`config.mk`:
```
export PLATFORM = sky130hd
export DESIGN_NAME = exp_mu_scheduler
export DESIGN_NICKNAME = d
export VERILOG_FILES = /design/src/rtl/exp_mu_scheduler.sv
export SDC_FILE = /design/constraint.sdc
export NUM_CORES = 1
export LEC_CHECK = 0
export CORE_ASPECT_RATIO = 1.1
export CORE_UTILIZATION = 48
export DETAILED_ROUTE_END_ITERATION = 8
export GPL_TIMING_DRIVEN = 0
export PLACE_DENSITY_LB_ADDON = 0.05
export REMOVE_ABC_BUFFERS = 1
export SLEW_MARGIN = 20
export SYNTH_ARGS = -nofsm -noshare
export SYNTH_HDL_FRONTEND = slang
export SYNTH_SLANG_ARGS = --single-unit
```
`constraint.sdc`:
```
create_clock -name CLK -period 2.7 [get_ports CLK]
set_input_delay 0.27 -clock CLK [delete_from_list [all_inputs] [get_ports CLK]]
set_output_delay 0.27 -clock CLK [all_outputs]
set_load 0.05 [all_outputs]
```
`src/rtl/exp_mu_scheduler.sv`:
```
// Two-requester job scheduler for a shared exp-mu table engine: holds one job per
// requester, grants round-robin, launches the engine and forwards its results to RAM.
module exp_mu_scheduler #(
  parameter int NWORDS  = 512,
  parameter int TIMEOUT = 4096
) (
  input  logic        CLK,
  input  logic        iRst_n,
  input  logic [17:0] iMu0,
  input  logic [17:0] iS0,
  input  logic [17:0] iMu1,
  input  logic [17:0] iS1,
  input  logic        iReq0,
  input  logic        iReq1,
  output logic        oReady0,
  output logic        oReady1,
  output logic        oDone0,
  output logic        oDone1,
  output logic        oErr0,
  output logic        oErr1,
  output logic [17:0] oMu,
  output logic [17:0] oS,
  output logic        oStart,
  input  logic [17:0] iEngData,
  input  logic [8:0]  iEngAddr,
  input  logic        iEngValid,
  input  logic        iEngDone,
  output logic        oWrEn,
  output logic [9:0]  oWrAddr,
  output logic [17:0] oWrData,
  output logic        oBusy,
  output logic        oOwner
);

  localparam int CW = $clog2(TIMEOUT + 1);

  typedef enum logic [1:0] {IDLE, LAUNCH, RUN, FINISH} state_t;

  state_t        r_state;
  logic          r_pend0, r_pend1;
  logic [17:0]   r_mu0, r_s0, r_mu1, r_s1;
  logic          r_rr;
  logic [9:0]    r_cnt;
  logic [CW-1:0] r_cyc;

  logic          w_acc0, w_acc1;
  logic          w_fin0, w_fin1;
  logic          w_any;
  logic          w_grant;
  logic [9:0]    w_cnt_next;
  logic          w_timeout;
  logic          w_words_ok;

  assign oReady0 = ~r_pend0;
  assign oReady1 = ~r_pend1;

  assign w_acc0 = iReq0 & ~r_pend0;
  assign w_acc1 = iReq1 & ~r_pend1;
  assign w_fin0 = (r_state == FINISH) & ~oOwner;
  assign w_fin1 = (r_state == FINISH) &  oOwner;

  // With both pending the pointer decides; otherwise the lone pending requester wins.
  assign w_any   = r_pend0 | r_pend1;
  assign w_grant = (r_pend0 & r_pend1) ? r_rr : r_pend1;

  // Word count saturates so an over-long run can never wrap back onto NWORDS.
  assign w_cnt_next = (iEngValid && r_cnt != 10'h3FF) ? r_cnt + 10'd1 : r_cnt;
  assign w_timeout  = (r_cyc == CW'(TIMEOUT - 1));
  assign w_words_ok = (w_cnt_next == 10'(NWORDS));

  always_ff @(posedge CLK or negedge iRst_n) begin
    if (!iRst_n) begin
      r_pend0 <= 1'b0;
      r_pend1 <= 1'b0;
    end else begin
      if (w_acc0)      r_pend0 <= 1'b1;
      else if (w_fin0) r_pend0 <= 1'b0;
      if (w_acc1)      r_pend1 <= 1'b1;
      else if (w_fin1) r_pend1 <= 1'b0;
    end
  end

  // NOTE: job payload is never read unless its pending bit is set, so it needs no reset.
  always_ff @(posedge CLK) begin
    if (w_acc0) begin
      r_mu0 <= iMu0;
      r_s0  <= iS0;
    end
    if (w_acc1) begin
      r_mu1 <= iMu1;
      r_s1  <= iS1;
    end
  end

  always_ff @(posedge CLK or negedge iRst_n) begin
    if (!iRst_n) begin
      r_state <= IDLE;
      r_rr    <= 1'b0;
      r_cnt   <= '0;
      r_cyc   <= '0;
      oStart  <= 1'b0;
      oBusy   <= 1'b0;
      oOwner  <= 1'b0;
      oMu     <= '0;
      oS      <= '0;
      oWrEn   <= 1'b0;
      oWrAddr <= '0;
      oWrData <= '0;
      oDone0  <= 1'b0;
      oDone1  <= 1'b0;
      oErr0   <= 1'b0;
      oErr1   <= 1'b0;
    end else begin
      // NOTE: pulse outputs default low here with non-blocking writes; a later
      // assignment in the case below overrides the default for that cycle only.
      oStart <= 1'b0;
      oWrEn  <= 1'b0;
      oDone0 <= 1'b0;
      oDone1 <= 1'b0;
      oErr0  <= 1'b0;
      oErr1  <= 1'b0;
      unique case (r_state)
        IDLE: begin
          if (w_any) begin
            oOwner  <= w_grant;
            oMu     <= w_grant ? r_mu1 : r_mu0;
            oS      <= w_grant ? r_s1  : r_s0;
            r_rr    <= ~w_grant;
            oStart  <= 1'b1;
            oBusy   <= 1'b1;
            r_state <= LAUNCH;
          end
        end
        LAUNCH: begin
          r_cnt   <= '0;
          r_cyc   <= '0;
          r_state <= RUN;
        end
        RUN: begin
          if (iEngValid) begin
            oWrEn   <= 1'b1;
            oWrAddr <= {oOwner, iEngAddr};
            oWrData <= iEngData;
            r_cnt   <= w_cnt_next;
          end
          r_cyc <= r_cyc + 1'b1;
          if (iEngDone || w_timeout) begin
            r_state <= FINISH;
            if (iEngDone && w_words_ok) begin
              if (oOwner) oDone1 <= 1'b1;
              else        oDone0 <= 1'b1;
            end else begin
              if (oOwner) oErr1 <= 1'b1;
              else        oErr0 <= 1'b1;
            end
          end
        end
        FINISH: begin
          oBusy   <= 1'b0;
          r_state <= IDLE;
        end
        default: r_state <= IDLE;
      endcase
    end
  end

endmodule

```
Yosys cells after proc, flatten, opt, wreduce, memory -nomap -nowiden

Cells that the tools add are included.

Memories: 0
Bits in latches: 0
Bits in read-only memories: 0
Register bits after elaboration: 172
Bits in writable memories: 0
Word-level logic and storage cells: 90
Output and inout port bits: 74
Input port bits: 105

Divide/modulo/power cells: 0
Muxes and demuxes: 34
Shift operators: 0
Eq/ne operators: 9
$lt $le $gt $ge: 0
Multipliers: 0
Bitwise operators: 10
Reductions and logical operators: 13
Add/subtract/negate cells: 2

Operators with widths:

| operator                                        | number |
|---|---|
| two-way mux 18 bit                              | 2 |
| case mux 13 bit (2 select lines)                | 1 |
| two-way mux 1 bit                               | 24 |
| two-way mux 10 bit                              | 2 |
| case mux 10 bit (2 select lines)                | 1 |
| adder 13 x 1 -> 13 bit, second input constant   | 1 |
| == test 13 x 12 -> 1 bit, second input constant | 1 |
| adder 10 x 1 -> 10 bit, second input constant   | 1 |
| == test 10 bit, second input constant           | 1 |
| inequality test 10 bit, second input constant   | 1 |
| AND reduction 2 bit                             | 5 |
| case mux 2 bit (4 select lines)                 | 1 |
| nonzero test 2 bit                              | 4 |
| inequality test 2 bit, second input constant    | 3 |
| AND 1 bit                                       | 5 |
| == test 2 bit, second input constant            | 2 |
| two-way mux 2 bit                               | 2 |
| inverter 1 bit                                  | 4 |
| == test 2 x 1 -> 1 bit, second input constant   | 1 |
| logical AND 1 bit                               | 2 |
| zero test 2 bit                                 | 1 |
| case mux 1 bit (2 select lines)                 | 1 |
| logical OR 1 bit                                | 1 |
| OR 1 bit                                        | 1 |

Depth between registers and ports, before layout

Gate-level depths: netlist of run 1.

Depth after elaboration: 8
Depth in mapped cells: 8
Depth with buffers taken out: 7

Worst setup path after synthesis of run 1

OpenSTA, ideal clock, no wires.

Path kind: reg-to-reg
From: register r_pend1
To: register r_mu1[0] (enable)
Slack: 0.212 ns
Clock period less this slack: 2.488 ns
Library setup time: 0.433 ns
Arrival time: 2.054 ns
Required time: 2.267 ns
Buffers on the path: 0
Cell stages (with the launch flop): 2
Path through: dfrtp_1 > nor2b_1

Longest elaborated chain between the ends: 2

RTL lines:

| element                | line | RTL |
|---|---|---|
| start, declared        | 40   | `logic r_pend0, r_pend1;` |
| start signal, assigned | 74   | `r_pend1 <= 1'b0;` |
| start signal, assigned | 78   | `if (w_acc1) r_pend1 <= 1'b1;` |
| start signal, assigned | 79   | `else if (w_fin1) r_pend1 <= 1'b0;` |
| inverter 1 bit         | 58   | `assign w_acc1 = iReq1 & ~r_pend1;` |
| AND 1 bit              | 58   |  |
| via w_acc1             | 46   | `logic w_acc0, w_acc1;` |
| end signal, assigned   | 90   | `r_mu1 <= iMu1;` |
| end, declared          | 41   | `logic [17:0] r_mu0, r_s0, r_mu1, r_s1;` |

The timed path passes the listed nets, and every way through them passes these cells.
A chain may end at the register's enable or synchronous reset.

Worst setup path in the final report of run 1

From: register r_state[0]
To: register r_cnt[8]

Longest elaborated chain between the ends: 3
Elaborated cells between the ends (all ways): 6
Classes of those cells: eq/ne: 3; mux: 1; reduce/logical: 2

RTL lines:

| element                                                                      | line | RTL |
|---|---|---|
| start, declared                                                              | 39   | `state_t r_state;` |
| start signal, assigned                                                       | 97   | `r_state <= IDLE;` |
| start signal, assigned                                                       | 131  | `r_state <= LAUNCH;` |
| start signal, assigned                                                       | 137  | `r_state <= RUN;` |
| == test 2 bit / == test 2 x 1 -> 1 bit (equally long branches)               | 122  | `unique case (r_state)` |
| inequality test 2 bit (no line) / nonzero test 2 bit (equally long branches) | n/a  |  |
| AND reduction 2 bit (no line)                                                | n/a  |  |
| end signal, assigned                                                         | 144  | `r_cnt <= w_cnt_next;` |
| end, declared                                                                | 43   | `logic [9:0] r_cnt;` |

Several ways; a longest one is shown, not always the timed one.

==> flow_summary.ini, run 1 <==
[timing]
report.final.slew_viol_count = 0
rsz0062_at_grt = no
maxSlewHeadroom = 0.364
setup_viol = 0
hold_violations = 0
min_period_over_period = 0.885
skew_ns = 0.0117
fin_crit_ns = 2.39
fmax_ghz = 0.418
tightest_slew_ns = 0.954
setup_ws_ns = 0.310

[logic_synthesis]
yosys.area.top_type_share = 0.371
netlist_area_sq_um = 6740
ys_types = 56
synth_area_leaders = dfrtp_1 37%, edfxtp_1 32%, nand2_1 5.7%
yosysTopAreaCell = dfrtp_1
yosys_warnings = 0
syn-instance-count = 526
avgSynthCellArea_sq_um = 12.8
seq_area_frac_synth = 0.692
ys_ff_latch = 172

[clock_tree]
clk_path_buf_depth = 2
cts-root-buf = clkbuf_16
postCtsSetupBuffers = 0
clk-insertion-delay-late_ns = 0.42
cts_tree = yes
cts-htree-levels = 4
cts_sinks = 172
clkTransAtPathRegs_ns = 0.06
numCtsBuffers = 17

[power]
seqPwrFrac = 0.354
irDropWorstVdd_v = 0.000717
clockPowerShare = 0.209
p_switching_mw = 4.64
intPower_mw = 6.48
power_frac_comb = 0.436
netSwitchingFraction = 0.417
p_leak_nw = 3.97
p_total_mw = 11.1
powerDensity_nw_per_um2 = 1190

[detailed_routing]
wl_per_cell_um = 16.7
first_pass_iters = 6
vias_per_cell = 5.27
via_count = 4757
drc = 0
routed_wl_um = 15100
final_antenna_net_count = 0
drtIter0Drc = 328

[critical_path]
critPathKind = reg -> reg
start_kind = flop
required_ns = 2.98
endpoint_kind = flop
slowest_delay_ns = 0.60
cp.arrival_ns = 2.67
path_cells = inv_1 -> ha_1 -> nand2_4 -> nor3_1 -> nand3_1 -> mux2i_1 -> nor2_1
slowest_stage = ha_1
path_max_fanout = 31

[grt]
grt_pass1_vias = 4804
grt_antenna_before_repair = 0
grt_usage = 0.219
grt_pass1_wl_um = 24000
grt_max_degree = 61
grt_overflow = 0

[die]
num_io_pins = 179
die_x_um = 115
die_h_um = 126
core_sq_um = 13700
die-area_sq_um = 14500
start_util = 0.491
rows = 45

[placed_design]
place_congestion = 0.780
io_buffers = 178
dp_hpwl_um = 10100
post-place-ws_ns = -1.00

[final_layout]
num-nets-final = 812
drive_above_1_share = 0.0826
diodes = 0
synthToLayoutAreaGrowth_pct = 38.6

[run_status]
status = complete, no violations

[hold_path]
hp-class = in -> async

[job]
maxCapViolCount = 0
==> stage by stage <==
stage	std cells	hold WS, ns	cell area [sq um]	util	TNS [ns]
global placement	864	0.456	8590	0.626	-456.63
detailed placement	869	0.224	8760	0.637	-22.97
global route	902	0.372	9350	0.680	0
floorplan	498	-0.0256	6580	-	-5.81
finish	902	0.351	9350	0.680	0
CTS	902	0.341	9340	0.680	0
==> cells in the final DEF, fill, tap and decap left out, types with 4 or more instances in the layout <==
cell             instances
a21oi_1                  9
a222oi_1                36
a31oi_1                  5
clkbuf_16               18
clkdlybuf4s50_1        177
dfrtp_1                100
edfxtp_1                72
ha_1                     6
inv_1                   49
inv_6                    4
mux2i_1                  5
nand2_1                102
nand3_1                  9
nand4_1                  8
nor2_1                  16
nor3_1                   7
o21ai_0                 13
xor2_1                   5
==> per-layer routing <==
metal / part of all wire / global-route usage
met2: 0.52 / 0.367
met1: 0.39 / 0.258
met3: 0.065 / 0.0698
met5: 0 / 0
met4: 0.024 / 0.100
==> state kept, by name (all words and copies together) (netlist names), 2 cells and up <==
name,count
oS,18
r_cyc,13
r_mu0,18
oMu,18
r_mu1,18
r_state,2
r_s0,18
oWrAddr,10
r_cnt,10
r_s1,18
oWrData,18
==> final timing paths <==
path,start,endpoint,slack (ns),cells past startpoint
hold reg to reg,oWrAddr[3],oWrAddr[3],0.47,2
hold / removal,iRst_n,r_cyc[5],0.35,2
max in group asynchronous,iRst_n,oWrEn,1.72,3
setup / recovery,r_state[0],r_cnt[8],0.31,7
min in group CLK,iEngAddr[3],oWrAddr[3],0.37,3
setup reg to reg,r_state[0],r_cnt[8],0.31,7
==> Yosys cell counts, drive strengths merged <==
library cell  number
and2               2
o211a              2
xor2               5
and4               3
nor3               7
xnor2              1
clkinv             1
or3                3
o22ai              2
a311oi             1
and3               5
a21o               3
nand2b             1
o21ai             15
nor2b              3
nor4b              1
nand4              9
a222oi            36
a31oi              5
o311a              2
o221ai             1
edfxtp            72
o22a               2
buf                4
nand3             10
o31ai              2
mux2               1
dfrtp            100
nor3b              4
nand2            104
a31o               1
o2111ai            1
mux2i              5
a211oi             2
o211ai             2
nor2              18
clkbuf            24
nand4b             1
inv               49
a21oi             10
ha                 6
==> cell type report <==
type	instances	area (sq um)
clock buffers	20	458
multi-input cells	276	1770
inverters	50	193
fillers	1056	4390
repair buffers	184	1920
flip-flops and latches	172	4660
clock inverters	12	111
well taps	188	235
==> logic make-up after synthesis <==
kind of cell,Yosys count,share of synthesized area
AOI/OAI and AO/OA,87,0.105
xor gates and xnor gates,6,0.00779
adders and majority gates,6,0.0111
buffers and inverters,78,0.0523
DFF,172,0.692
muxes,6,0.00909
and+or+nand+nor,171,0.122
==> what timing repair did <==
action,in CTS,in global routing
pin swaps,0,0
hold buffers,1,0
hold endpoints to repair,40,0
resized for setup,3,1
gates cloned,0,0
setup endpoints to repair,34,3
==> power groups by stage <==
stage | registers [mW] | clock network [mW] | logic [mW]
detailed placement | 3.98 | 0 | 4.87
global route | 4.03 | 2.50 | 5.15
CTS | 3.94 | 2.38 | 4.89
floorplan | 5.58 | 0 | 1.36
finish | 3.94 | 2.33 | 4.85
global placement | 3.94 | 0 | 4.67
==> worst max-delay path: cells and delay by family, from the launching register on <==
family,cells,cell delay [ns]
fa+ha+maj,1,0.60
buf+inv,1,0.11
flops,1,0.42
mux,1,0.17
simple gates,4,0.94
(Power assumes the default switching activity.)
==> run 2: changes to the inputs <==
- CAP_MARGIN: not set -> 20
==> results of run 2 <==
Final layout, timing and power as in run 1 (identical DEF).
